File: src/rtl/dmem_arbiter.sv
// Two-port round-robin arbiter in front of a single-port synchronous data memory.
// Port 0 is the CPU load/store unit, port 1 the loader/debug port; read data returns one cycle after grant.
module dmem_arbiter #(
   parameter int AW         = 32,
   parameter int DEPTH_LOG2 = 12,
   parameter int CNT_W      = 16
) (
   input  logic                  clk,
   input  logic                  rst,

   input  logic                  m0_req,
   input  logic                  m0_we,
   input  logic [AW-1:0]         m0_addr,
   input  logic [31:0]           m0_wdata,
   input  logic [3:0]            m0_wstrb,
   output logic                  m0_gnt,
   output logic                  m0_rvalid,
   output logic [31:0]           m0_rdata,

   input  logic                  m1_req,
   input  logic                  m1_we,
   input  logic [AW-1:0]         m1_addr,
   input  logic [31:0]           m1_wdata,
   input  logic [3:0]            m1_wstrb,
   output logic                  m1_gnt,
   output logic                  m1_rvalid,
   output logic [31:0]           m1_rdata,

   output logic                  mem_en,
   output logic [3:0]            mem_we,
   output logic [DEPTH_LOG2-1:0] mem_addr,
   output logic [31:0]           mem_wdata,
   input  logic [31:0]           mem_rdata,

   output logic [CNT_W-1:0]      conflict_cnt
);

   // Handshake: a requester holds req (with stable we/addr/wdata/wstrb) until it sees gnt in
   // the same cycle; gnt means the access was issued to memory that cycle. A granted read
   // answers with a one-cycle rvalid pulse on the issuing port exactly one cycle later.

   logic last_gnt;
   logic rd_pend;
   logic rd_owner;
   logic pick1;
   logic any_gnt;
   logic sel_we;
   logic unused_addr_bits;

   always_comb begin
      pick1 = 1'b0;
      if (m0_req && m1_req)
         pick1 = ~last_gnt;
      else
         pick1 = m1_req;
   end

   assign any_gnt = (m0_req | m1_req) & ~rst;
   assign m0_gnt  = any_gnt & ~pick1;
   assign m1_gnt  = any_gnt & pick1;
   assign sel_we  = pick1 ? m1_we : m0_we;

   assign mem_en    = any_gnt;
   assign mem_we    = (any_gnt && sel_we) ? (pick1 ? m1_wstrb : m0_wstrb) : 4'b0000;
   assign mem_addr  = pick1 ? m1_addr[DEPTH_LOG2+1:2] : m0_addr[DEPTH_LOG2+1:2];
   assign mem_wdata = pick1 ? m1_wdata : m0_wdata;

   // Gating with rst kills a response that was already in flight when reset arrived.
   assign m0_rvalid = rd_pend & ~rd_owner & ~rst;
   assign m1_rvalid = rd_pend & rd_owner & ~rst;
   assign m0_rdata  = mem_rdata;
   assign m1_rdata  = mem_rdata;

   assign unused_addr_bits = ^{m0_addr[AW-1:DEPTH_LOG2+2], m0_addr[1:0],
                               m1_addr[AW-1:DEPTH_LOG2+2], m1_addr[1:0]};

   always_ff @(posedge clk) begin
      if (rst) begin
         last_gnt     <= 1'b1;
         rd_pend      <= 1'b0;
         rd_owner     <= 1'b0;
         conflict_cnt <= '0;
      end else begin
         if (any_gnt)
            last_gnt <= pick1;
         rd_pend <= any_gnt & ~sel_we;
         if (any_gnt && !sel_we)
            rd_owner <= pick1;
         if (m0_req && m1_req && (conflict_cnt != {CNT_W{1'b1}}))
            conflict_cnt <= conflict_cnt + CNT_W'(1);
      end
   end

endmodule

File: config.mk
export PLATFORM = sky130hd
export DESIGN_NAME = dmem_arbiter
export DESIGN_NICKNAME = d
export VERILOG_FILES = /design/src/rtl/dmem_arbiter.sv
export SDC_FILE = /design/constraint.sdc
export NUM_CORES = 1
export LEC_CHECK = 0
export ABC_AREA = 1
export ABC_CLOCK_PERIOD_IN_PS = 2300
export BUFFER_PORTS_ARGS = -buffer_cell sky130_fd_sc_hd__buf_4
export CAP_MARGIN = 10
export CORE_AREA = 4 4 117 119
export DETAILED_ROUTE_END_ITERATION = 8
export DIE_AREA = 0 0 121 123
export SYNTH_ARGS = -nofsm -noshare
export SYNTH_HDL_FRONTEND = slang
export SYNTH_SLANG_ARGS = --single-unit
export TNS_END_PERCENT = 20
File: constraint.sdc
create_clock -name clk -period 2.3 [get_ports clk]
set_clock_uncertainty 0.2 [all_clocks]
set_input_delay 0.46 -clock clk [delete_from_list [all_inputs] [get_ports clk]]
set_output_delay 0.46 -clock clk [all_outputs]
set_load 0.005 [all_outputs]
==> metrics <==
Vias/cell=3.84; synthesis-stage register bit count=19; endpoints failing hold=0; status=finished, final reports clean; total global routing overflow=0; Site Rows=41; Comb power frac=between 40% and 50%; clk sinks=19; CTS Root Cell=clkbuf_16; worst path cell trace=buf_4, nand2_1, nand2_2, nand2_1, o21ai_0, or2_4, a21oi_1, buf_4; Seq pwr share=around 30%; Cell variety after synth=26; drt pass-1 iters=4; Max VDD drop=about 0.00027 V; Pwr Density=around 370 nW/um^2; commonest non-fill, non-tap cell in the layout=nand2_1; Worst-Skew Late Latency=roughly 0.25 ns; Die Height=~120 um; vias=around 2600; initial antenna violation count=0; sw frac=between 20% and 30%; Layout Nets=688; Final min period=between 2 and 2.5 ns; CTS Buf Count=3; # DRC=0; Critical Path Start Type=input port; vias in the first global route=2430; largest net degree at the start of global routing=32; WS Path Type=input port to primary output; Max Buffers Root-to-Sink=2; Die Width=roughly 120 um; static leakage=around 1.8 nW; Total GRT Usage=11.2%; Reg2Reg Depth=8; Final HPWL DP=7880 um; Placed Instances=680; ANT nets after route=0; Seq/Total Area, Yosys=between 10% and 20%; period utilization=between 90% and 100%; syn_nets=583; max_cap viols=0; Area Growth Syn to Fin=50.0%; Pwr Total=roughly 0.0012 W; Synth Area per Inst=approximately 5.4 sq um; Hold WS=0.247 ns; most frequent cells in the layout=nand2_1 (194), buf_4 (175), nor2_1 (44); RSZ-0062 raised after global routing=false; CTS tree=yes; crit path DAT=between 1 and 1.5 ns; final cell count without fillers=between 600 and 700; proportion of layout cells with a drive suffix above 1=between 30% and 40%; area of the multi-input gates=about 1200 sq um; Syn Std Cell Area=~2200 sq um; CTS H-tree depth=1; Slew HR=between 60% and 70%; post-CTS setup buffer count=0; Initial Util=~18%; Reg area=about 380 sq um; hold path start=rst; reg-to-reg slack, setup=approximately 0.38 ns; Core Footprint=12600 sq um; diodes inserted=0; final wirelength=about 9000 um; die area=between 10000 and 15000 sq um; Clock Power Share=between 20% and 30%; setup TNS=0 ns; Slew @ Worst Pin=between 0.5 and 0.6 ns; crit path capture type=primary output; Avg WL per Cell=13.1 um; final design utilization=a little over a quarter; first-pass GRT wire length=13300 um; Hold/Removal Path Class=input port to register; Worst Hold End=conflict_cnt[7]; Clock transition at path regs=roughly 0.060 ns; Critical R2R Capture=conflict_cnt[7]; GP Congestion=between 0.8 and 0.9; switching power=around 0.00036 W; Hold Crit Depth=2; crit path max fanout=5; Pint=0.000860 W; I/O pins=approximately 300; # fillers=1452; Post-Syn Instances=between 400 and 500; launch point of the worst reg-to-reg path=conflict_cnt[1]; max incr delay on CP=around 0.27 ns; YS warnings=0; drt initial violations=83; Port Buffer Count=170; max-slew violation count=0; Req. time, crit path=around 1.6 ns; fmax=469 MHz; Final setup viols=0; slowest CP cell=or2_4
[synthesized netlist by cell type]
| cell | number | share of area (%) |
|---|---|---|
| nor3_1 | 3 | 0.68 |
| nor2_2 | 1 | 0.28 |
| o211ai_1 | 1 | 0.34 |
| xor2_1 | 3 | 1.2 |
| dfxtp_1 | 19 | 17 |
| buf_2 | 5 | 1.1 |
| nand2_2 | 3 | 0.85 |
| inv_1 | 26 | 4.4 |
| buf_6 | 1 | 0.51 |
| nand2_1 | 195 | 33 |
| nor2_1 | 44 | 7.4 |
| o21ai_0 | 4 | 0.90 |
| clkbuf_1 | 6 | 1.0 |
| nor2_4 | 2 | 1.0 |
| o21ai_2 | 1 | 0.39 |
| a21oi_1 | 8 | 1.8 |
| ha_1 | 1 | 0.56 |
| nand4_2 | 1 | 0.56 |
| buf_4 | 64 | 22 |
| o21bai_1 | 2 | 0.68 |
| or2_2 | 1 | 0.28 |
| nand4_1 | 1 | 0.28 |
| xnor2_1 | 2 | 0.79 |
| inv_2 | 1 | 0.17 |
| nand3_1 | 12 | 2.7 |
| clkbuf_2 | 1 | 0.23 |
[worst max path at each step]
stage	cells after the start	endpoint	slack, ns	startpoint
3_5_place_dp	8	mem_we[3]	0.09	m0_req
3_3_place_gp	8	mem_we[2]	0.09	m0_req
5_1_grt	8	mem_we[3]	0.0009	m0_req
4_1_cts	8	mem_we[3]	0.08	m0_req
2_1_floorplan	5	mem_we[0]	0.29	rst
6_report	8	mem_we[3]	0.17	m0_req
[worst max-delay path, delay by kind of cell]
family	cells	cell delay (ns)
simple gates	4	0.53
buf+inv	2	0.25
compound gates	2	0.24
[routing by layer]
layer | share of wire (%) | global-route usage (%)
met1 | 39 | 13.4
met3 | 9.8 | 4.53
met4 | 0.45 | 1.27
met2 | 51 | 19.7
met5 | 0 | 0
[power groups by stage]
stage	Combinational [W]	Clock, W	Sequential, W
global placement	0.000509	0	0.000365
detailed placement	0.000511	0	0.000365
global route	0.000558	0.000383	0.000360
CTS	0.000512	0.000374	0.000358
finish	0.000500	0.000360	0.000358
floorplan	0.000263	0	0.000364
[cell type report]
class / instances / share of cell area [%]
repair buffers: 177 / 40.7
multi-input cells: 285 / 36.0
flip-flops and latches: 19 / 11.4
well taps: 172 / 6.47
inverters: 27 / 3.05
clock buffers: 3 / 2.26
clock inverters: 1 / 0.150
[sequential cells by signal, summed over array words and instances, names as in the netlist]
signal and count:
conflict_cnt 16, last_gnt 1, rd_owner 1, rd_pend 1
[repair_timing]
item	CTS	global route
hold buffers	0	0
gates resized for setup	0	1
endpoints found under the setup margin	0	4
[through the flow]
step           area [sq um]  setup WS (ns)
2_1_floorplan          2220          0.295
6_report               3330          0.167
5_1_grt                3330       0.000889
4_1_cts                3330         0.0821
3_5_place_dp           3250         0.0875
3_3_place_gp           3250         0.0938
[logic make-up (layout without fill, tap and decap cells)]
family | Yosys count | in the layout | synth area share (%)
adders and majority gates | 1 | 1 | 0.564
AOI/OAI and AO/OA | 16 | 16 | 4.12
DFF | 19 | 19 | 17.1
and+or+nand+nor | 263 | 263 | 47.1
buffers and inverters | 104 | 208 | 29.1
xor gates and xnor gates | 5 | 5 | 1.97
No activity file was read; power rests on OpenSTA's default activity.
